`src/rtl/simple_alu_pkg.sv`:
```
// Shared opcode encoding and status-flag bundle for the simple_alu datapath.
package simple_alu_pkg;

    typedef enum logic [2:0] {
        OP_ADD = 3'b000,
        OP_SUB = 3'b001,
        OP_AND = 3'b010,
        OP_OR  = 3'b011,
        OP_NOT = 3'b100,
        OP_XOR = 3'b101,
        OP_SHL = 3'b110,
        OP_SHR = 3'b111
    } opcode_t;

    typedef struct packed {
        logic carry;
        logic zero;
        logic negative;
        logic overflow;
    } flags_t;

endpackage

```
`src/rtl/simple_alu_core.sv`:
```
// Combinational ALU core: next result and status flags from operands and opcode.
module simple_alu_core
    import simple_alu_pkg::*;
#(
    parameter int unsigned WIDTH = 4
) (
    input  logic [WIDTH-1:0] a,
    input  logic [WIDTH-1:0] b,
    input  opcode_t          opcode,
    output logic [WIDTH-1:0] result,
    output flags_t           flags
);

    localparam int unsigned MSB = WIDTH - 1;

    logic [WIDTH:0] sum;
    logic [WIDTH:0] diff;

    // One extra bit captures carry-out on add and borrow on subtract.
    assign sum  = {1'b0, a} + {1'b0, b};
    assign diff = {1'b0, a} - {1'b0, b};

    always_comb begin
        result         = '0;
        flags          = '0;
        case (opcode)
            OP_ADD: begin
                result         = sum[WIDTH-1:0];
                flags.carry    = sum[WIDTH];
                flags.overflow = (a[MSB] == b[MSB]) && (sum[MSB] != a[MSB]);
            end
            OP_SUB: begin
                result         = diff[WIDTH-1:0];
                flags.carry    = diff[WIDTH];
                flags.overflow = (a[MSB] != b[MSB]) && (diff[MSB] != a[MSB]);
            end
            OP_AND: result = a & b;
            OP_OR:  result = a | b;
            OP_NOT: result = ~a;
            OP_XOR: result = a ^ b;
            OP_SHL: begin
                result      = {a[WIDTH-2:0], 1'b0};
                flags.carry = a[MSB];
            end
            OP_SHR: begin
                result      = {1'b0, a[WIDTH-1:1]};
                flags.carry = a[0];
            end
            default: result = '0;
        endcase
        flags.zero     = (result == '0);
        flags.negative = result[MSB];
    end

endmodule

```
`src/rtl/simple_alu.sv`:
```
// Registered ALU wrapper: one-cycle latency, outputs hold while in_valid is low.
module simple_alu
    import simple_alu_pkg::*;
#(
    parameter int unsigned WIDTH = 4
) (
    input  logic             clk,
    input  logic             rst,
    input  logic             in_valid,
    input  logic [WIDTH-1:0] A,
    input  logic [WIDTH-1:0] B,
    input  logic [2:0]       opcode,
    output logic [WIDTH-1:0] result,
    output logic             carry,
    output logic             zero,
    output logic             negative,
    output logic             overflow,
    output logic             out_valid
);

    logic [WIDTH-1:0] next_result;
    flags_t           next_flags;
    logic [WIDTH-1:0] result_q;
    flags_t           flags_q;
    logic             valid_q;

    simple_alu_core #(
        .WIDTH (WIDTH)
    ) u_core (
        .a      (A),
        .b      (B),
        .opcode (opcode_t'(opcode)),
        .result (next_result),
        .flags  (next_flags)
    );

    // Registers load only on in_valid, so X on idle inputs never reaches them.
    always_ff @(posedge clk) begin
        if (rst) begin
            result_q <= '0;
            flags_q  <= '0;
            valid_q  <= 1'b0;
        end else begin
            valid_q <= in_valid;
            if (in_valid) begin
                result_q <= next_result;
                flags_q  <= next_flags;
            end
        end
    end

    assign result    = result_q;
    assign carry     = flags_q.carry;
    assign zero      = flags_q.zero;
    assign negative  = flags_q.negative;
    assign overflow  = flags_q.overflow;
    assign out_valid = valid_q;

endmodule

```
`config.mk`:
```
export PLATFORM = sky130hd
export DESIGN_NAME = simple_alu
export DESIGN_NICKNAME = d
export VERILOG_FILES = /design/src/rtl/simple_alu_pkg.sv /design/src/rtl/simple_alu_core.sv /design/src/rtl/simple_alu.sv
export SDC_FILE = /design/constraint.sdc
export NUM_CORES = 1
export LEC_CHECK = 0
export ABC_AREA = 1
export CORE_ASPECT_RATIO = 0.75
export CORE_MARGIN = 5
export CORE_UTILIZATION = 57
export CTS_BUF_LIST = sky130_fd_sc_hd__clkbuf_4
export DETAILED_ROUTE_END_ITERATION = 6
export PLACE_DENSITY = 0.95
export SLEW_MARGIN = 30
export SYNTH_ARGS = -nofsm -noshare
export SYNTH_HDL_FRONTEND = slang
export SYNTH_HIERARCHICAL = 1
export SYNTH_SLANG_ARGS = --single-unit
```
`constraint.sdc`:
```
create_clock -name clk -period 3.1 [get_ports clk]
set_input_delay 0.465 -clock clk [delete_from_list [all_inputs] [get_ports clk]]
set_output_delay 0.465 -clock clk [all_outputs]
set_load 0.03 [all_outputs]
```
==> summary.txt, run 1 <==
Layout
  – Commonest non-fill, non-tap cells in the layout: nand2_1 (49), inv_1 (31), nor2_1 (28)
  – Final #Nets: 236
  – Ratio of cells with drive above 1 in the final layout: 9.179%
  – Antenna diodes: 0
  – Finished Cell Area: 1355 um^2
  – Most common cell after layout, fill and taps aside: nand2_1
  – Layout area overhead: 18.23%

Clock network
  – Root buf cell: clkbuf_4
  – H-tree lvl count: 1
  – Post_cts resized: 0
  – Hold Buf Count CTS: 0
  – Total CTS buffers: 3
  – TritonCTS clock tree: built
  – Post-CTS Setup Bufs: 0
  – Worst-path clk slew: 0.06 ns
  – Clock Latency Late Sink: 0.26 ns
  – Clk sinks: 9
  – Maximum root-to-sink buffer count: 2

Logic synthesis
  – Largest family of logic cells by synthesized area: simple AND/OR/NAND/NOR gates
  – Post-synthesis cell count: 188
  – Synth cell types: 25
  – Post-Synthesis Net Count: 216
  – Seq/Total Area, Yosys: 15.72%
  – Area contributors post-synth: nand2_1 (16%), dfxtp_1 (16%), ha_1 (13%)
  – Mapped cell area: 1146 um^2
  – Post-Synth Adder-Cell Area: 16.59%
  – Yosys top cell area share: 16.05%
  – XOR/XNOR Fraction of Synth Area: 2.293%
  – Synth Area per Inst: 6.096 um^2
  – Mux contribution to synthesized area: 0%
  – Post-synthesis compound-gate area fraction: 6.332%
  – Warnings, synthesis: 6
  – Simple-gate share of the synthesized area: 41.70%
  – Seq cells post-synth: 9
  – Cell taking the most area after synthesis: nand2_1

Placed design
  – PortBufs: 22
  – Detail Placement HPWL: 2107 um
  – Dpl ws: 0.4669 ns
  – Area after DPL: 1325 um^2
  – RePlAce Congestion: 0.9511

GRT
  – Initial antenna violation count: 0
  – Remaining Overflow, GRT: 0
  – Total GRT Usage: 18.74%
  – GR met3 Demand/Resource: 4.762%
  – Routing usage on met1: 29.07%
  – Vias in the first global route: 972
  – GR peak layer: met1
  – Largest net degree at the start of global routing: 18
  – First-pass GRT wire length: 4402 um
  – Met2 Use GR: 26.66%

Drt
  – DRT iter0 DRCs: 71
  – Final ANT Viol Nets: 0
  – Wire per inst: 11.61 um
  – Remaining DRCs: 0
  – DR vias/cell: 5.043
  – Vias: 1165
  – DRT Pass-1 Iters: 4
  – Final wirelength: 2682 um

STA
  – RSZ-0062 raised after global routing: false
  – Final Hold Viols: 0
  – Fin. max-slew vios: 0
  – Final Skew: 0 ns
  – Worst hold margin: 0.4700 ns
  – Rel. slew slack: 60.95%
  – Max Freq: 0.4185 GHz
  – Final TNS setup: 0 ns
  – Setup slack after layout: 0.7106 ns
  – Slew of the pin with the lowest slew margin: 0.5839 ns
  – Fin crit period: 2.389 ns
  – Final period util: 77.08%
  – Final setup vio count: 0

Setup path
  – CP cell instances: clkdlybuf4s50_1 -> inv_1 -> ha_1 -> inv_1 -> a21oi_2 -> nand2_1 -> nand2_1 -> nand3_1 -> nand2_1 -> nand2_1 -> nand2_1 -> nor2_1 -> inv_1 -> nand2_1 -> nand2_1 -> nor2_1
  – Crit path top cell by count: nand2_1
  – Critical path class: input port to register
  – WP depth: 16
  – Crit-path max FO: 8
  – Startpoint Class: input port
  – CP required: 3.26 ns
  – Delay-heaviest family, CP: buffers and inverters
  – R2r startpoint: result[1]$_SDFFE_PP0P_
  – Critical-path top delay cell: clkdlybuf4s50_1
  – Reg2reg setup slack: 2.52 ns
  – Worst-case reg-to-reg path depth: 2
  – Crit path from: A[2]
  – R2r endpoint: result[1]$_SDFFE_PP0P_
  – CP endpoint kind: register
  – Critical Path Max Stage Delay: 0.56 ns
  – CP endpoint: zero$_SDFFE_PP0P_
  – Worst endpoint data arrival time: 2.55 ns
  – Crit path buf inv count: 4

Flow run
  – Max-cap check violation count: 0

Outcome
  – Status: complete, no violations

Floorplan
  – Core area: 1962 um^2
  – Site Rows: 14
  – Io pins: 23
  – Die width: 61.78 um
  – Initial Utilization: 58.42%
  – Height of the die: 48.84 um
  – Die area: 3017 um^2

Power and ir drop
  – Cell leakage power: 0.7289 nW
  – Sequential share of power: 31.1%
  – VDD IR max: 0.3282 mV
  – Net switching power: 157.3 uW
  – Pint: 256.0 uW
  – Logic pwr share: 45.0%
  – Sw frac: 38.05%
  – PD cells: 305.0 nW/um^2
  – Clock power frac: 23.9%

Hold path
  – Hold WC Path Type: register to register
==> per-layer routing <==
layer	share of wire, %	vias to the layer above
li1	-	611
met1	48	501
met2	44	51
met3	8.0	2
met4	0.30	0
met5	0	-
==> worst reg2reg max path: stages (launching register included) <==
cell,delay (ns)
dfxtp_1,0.31
nor2_1,0.10
nor2_1,0.06
==> kinds of logic after synthesis <==
logic type,count (synthesis)
XOR/XNOR,3
flip-flops,9
AND/OR/NAND/NOR,109
buffers and inverters,41
AO/OA/AOI/OAI,12
adder cells (fa/ha/maj),14
==> worst min-delay path by stage <==
stage,start,end,slack [ns],cells past startpoint
6_report,result[0]$_SDFFE_PP0P_,result[0]$_SDFFE_PP0P_,0.47,2
2_1_floorplan,rst,out_valid$_SDFF_PP0_,0.54,1
5_1_grt,result[3]$_SDFFE_PP0P_,result[3]$_SDFFE_PP0P_,0.50,2
4_1_cts,result[0]$_SDFFE_PP0P_,result[0]$_SDFFE_PP0P_,0.47,2
3_5_place_dp,result[3]$_SDFFE_PP0P_,result[3]$_SDFFE_PP0P_,0.46,2
3_3_place_gp,result[0]$_SDFFE_PP0P_,result[0]$_SDFFE_PP0P_,0.46,2
==> power groups by stage <==
stage | registers, mW | logic [mW] | clock network (mW)
after detailed placement | 0.131 | 0.184 | 0
after global placement | 0.131 | 0.180 | 0
after CTS | 0.129 | 0.185 | 0.100
after floorplan | 0.148 | 0.115 | 0
final | 0.129 | 0.186 | 0.0988
after global routing | 0.130 | 0.206 | 0.108
==> synthesized netlist by cell type <==
cell / number
nand2_1: 49
inv_1: 31
nor2_1: 28
nand3_1: 15
ha_1: 12
dfxtp_1: 9
buf_6: 5
nand4_1: 5
nor2_2: 5
a21oi_1: 4
nand2_2: 4
inv_2: 3
o21ai_1: 3
buf_4: 2
fa_1: 2
xor2_1: 2
a21oi_2: 1
nor2_4: 1
nor3_1: 1
nor3_2: 1
o21ai_0: 1
o21bai_1: 1
o221ai_1: 1
o31ai_1: 1
xnor2_1: 1
==> flip-flops by register name, summed over array words and instances (netlist names) <==
| signal | count |
|---|---|
| zero | 1 |
| overflow | 1 |
| negative | 1 |
| carry | 1 |
| out_valid | 1 |
| result | 4 |
==> cell type report <==
| type | instances | area (um^2) |
|---|---|---|
| multi-input combinational | 138 | 767.0 |
| fill | 186 | 606.8 |
| timing repair buffer | 22 | 220.2 |
| sequential | 9 | 180.2 |
| inverter | 34 | 127.6 |
| clock buffer | 4 | 30.03 |
| tap | 24 | 30.03 |
==> metrics by stage <==
stage | cells | util [%] | total power, mW
detailed placement | 227 | 67.54 | 0.3147
CTS | 231 | 69.07 | 0.4138
global route | 231 | 69.07 | 0.4443
floorplan | 188 | - | 0.2635
global placement | 227 | 67.54 | 0.3104
finish | 231 | 69.07 | 0.4133
Note: power is estimated with default switching activity, not from simulation.
==> run 2: changes to the inputs <==
Settings changed: CORE_UTILIZATION 57 to 53, PLACE_DENSITY 0.95 to 0.91.
Clock period 3.1 ns to 2.3 ns, I/O delays scaled along.
==> summary.txt, run 2 (same netlist as run 1, synthesis figures left out) <==
Outcome
  – Status: complete, no violations

Drt
  – Wire per inst: 11.21 um (-3.4%)
  – DRT iter0 DRCs: 82 (+15%)
  – Final wirelength: 2736 um (+2.0%)
  – Final ANT Viol Nets: 0 (unchanged)
  – Vias: 1209 (+3.8%)
  – Remaining DRCs: 0 (unchanged)
  – DRT Pass-1 Iters: 4 (unchanged)
  – DR vias/cell: 4.955 (-1.8%)

GRT
  – Met2 Use GR: 27.87% (+1.2 points)
  – Vias in the first global route: 1104 (+14%)
  – Total GRT Usage: 17.92% (-0.82 points)
  – Remaining Overflow, GRT: 0 (unchanged)
  – Routing usage on met1: 24.80% (-4.3 points)
  – Largest net degree at the start of global routing: 18 (unchanged)
  – GR met3 Demand/Resource: 4.464% (-0.30 points)
  – First-pass GRT wire length: 4733 um (+7.5%)
  – Initial antenna violation count: 0 (unchanged)
  – GR peak layer: met2

Clock network
  – Maximum root-to-sink buffer count: 2 (unchanged)
  – Hold Buf Count CTS: 0 (unchanged)
  – Clk sinks: 9 (unchanged)
  – H-tree lvl count: 1 (unchanged)
  – Post-CTS Setup Bufs: 0 (unchanged)
  – Worst-path clk slew: 0.06 ns (about the same)
  – TritonCTS clock tree: built
  – Root buf cell: clkbuf_4
  – Total CTS buffers: 3 (unchanged)
  – Clock Latency Late Sink: 0.26 ns (about the same)

Layout
  – Ratio of cells with drive above 1 in the final layout: 15.91% (+6.7 points)
  – Register area: 180.2 um^2 (unchanged)
  – Layout area overhead: 27.84%
  – Number of flip-flops in the largest register: 4 (unchanged)
  – Most common cell after layout, fill and taps aside: nand2_1
  – Cell Count, Final, Fillers Out: 244 (+5.6%)
  – Final #Nets: 249 (+5.5%)
  – Commonest non-fill, non-tap cells in the layout: nand2_1 (49), inv_1 (31), nor2_1 (28)
  – Finished Cell Area: 1465 um^2 (+8.1%)
  – Number of fill cells: 167 (-10%)
  – Layout Utilization: 72.11% (+3.0 points)
  – Antenna diodes: 0 (unchanged)
  – Multi-input logic area: 779.5 um^2 (+1.6%)

Power and ir drop
  – Sw frac: 37.08% (-0.97 points)
  – Clock power frac: 22.8% (-1.1 points)
  – Sequential share of power: 29.8% (-1.3 points)
  – Pint: 365.3 uW (+43%)
  – Logic pwr share: 47.4% (+2.4 points)
  – VDD IR max: 0.4058 mV (+24%)
  – Cell leakage power: 0.7944 nW (+9.0%)
  – PD cells: 396.2 nW/um^2 (+30%)
  – Net switching power: 215.3 uW (+37%)

Setup path
  – CP endpoint kind: register
  – CP cell instances: clkdlybuf4s50_1 -> inv_1 -> ha_2 -> fa_2 -> inv_1 -> nand2_1 -> nand2_1 -> nor2_1 -> nand2_1 -> nand2_1 -> nand2_1 -> nor2_1 -> inv_1 -> nand2_1 -> nand2_1 -> nor2_1
  – Worst endpoint data arrival time: 2.34 ns (-0.21 ns)
  – CP required: 2.50 ns (-0.76 ns)
  – Critical path class: input port to register
  – Critical-path top delay cell: fa_2
  – Startpoint Class: input port
  – Crit path top cell by count: nand2_1
  – Critical Path Max Stage Delay: 0.51 ns (-0.05 ns)
  – Crit-path max FO: 2 (-6)

Placed design
  – PortBufs: 22 (unchanged)
  – Detail Placement HPWL: 2196 um (+4.2%)
  – Dpl ws: -0.1366 ns (-0.6035 ns)
  – Area after DPL: 1423 um^2 (+7.4%)
  – Dpl cells: 240 (+5.7%)
  – RePlAce Congestion: 0.9651 (+1.5%)

Floorplan
  – Die area: 3202 um^2 (+6.1%)
  – Die width: 63.70 um (+3.1%)
  – Io pins: 23 (unchanged)
  – Height of the die: 50.27 um (+2.9%)
  – Site Rows: 14 (unchanged)
  – Initial Utilization: 56.40% (-2.0 points)
  – Core area: 2032 um^2 (+3.6%)

Flow run
  – Max-cap check violation count: 0 (unchanged)

STA
  – Fin crit period: 2.137 ns
  – Final period util: 92.92%
  – Slew of the pin with the lowest slew margin: 0.6197 ns (+0.03577 ns)
  – Fin. max-slew vios: 0 (unchanged)
  – Rel. slew slack: 58.56% (-2.4 points)
  – Max Freq: 0.4679 GHz
  – Final Hold Viols: 0 (unchanged)
  – Final Skew: 0 ns (unchanged)
  – Final setup vio count: 0 (unchanged)
  – Setup slack after layout: 0.1629 ns (-0.5478 ns)

Hold path
  – Hold WC Path Type: register to register
run 2: cell types whose count changed in the layout (fill, tap and decap cells not counted):
cell / before / now
buf_4: 0 / 13
ha_1: 12 / 11
xnor2_2: 0 / 1
ha_2: 0 / 1
fa_2: 0 / 1
fa_1: 2 / 1
xnor2_1: 1 / 0
run 2: power groups by stage:
stage	logic, mW	clock network (mW)	registers, mW
4_1_cts	0.269	0.137	0.173
5_1_grt	0.308	0.146	0.175
6_report	0.275	0.133	0.173
2_1_floorplan	0.155	0	0.200
3_3_place_gp	0.263	0	0.176
3_5_place_dp	0.268	0	0.176
run 2: cell type report:
cell class                      instances  area share [%]
Clock buffer                            4           2.050
Inverter                               34           8.710
Multi-Input combinational cell        138           53.20
Sequential cell                         9           12.30
Tap cell                               24           2.050
Timing Repair Buffer                   35           21.69
run 2: metrics by stage:
stage               setup TNS [ns]  hold WS, ns  power (mW)
floorplan                        0       0.4156      0.3552
global placement          -0.03595       0.4595      0.4391
detailed placement         -0.2161       0.4641      0.4446
CTS                              0       0.4722      0.5796
global route             -0.001272       0.4971      0.6281
finish                           0       0.4689      0.5806
run 2: worst paths after layout:
kind	start	depth (start not counted)	slack (ns)	end
worst min-delay path	negative$_SDFFE_PP0P_	2	0.47	negative$_SDFFE_PP0P_
worst min register to register	negative$_SDFFE_PP0P_	2	0.47	negative$_SDFFE_PP0P_
worst max register to register	result[2]$_SDFFE_PP0P_	2	1.72	result[2]$_SDFFE_PP0P_
worst max-delay path	A[0]	16	0.16	zero$_SDFFE_PP0P_
run 2: worst max-delay path: cells and delay by family:
| family | cells | cell delay (ns) |
|---|---|---|
| and+or+nand+nor | 10 | 0.68 |
| buffers and inverters | 4 | 0.61 |
| adders and majority gates | 2 | 0.71 |
run 2: repair_timing:
item / 4_1_cts / 5_1_grt
gates resized for setup: 0 / 3
endpoints found under the hold margin: 0 / 0
endpoints found under the setup margin: 0 / 1
run 2: metal layers:
metal  part of all wire (%)  vias to the layer above
met4                    1.2                        0
met5                      0                        -
li1                       -                      636
met1                     48                      530
met2                     44                       39
met3                    7.0                        4
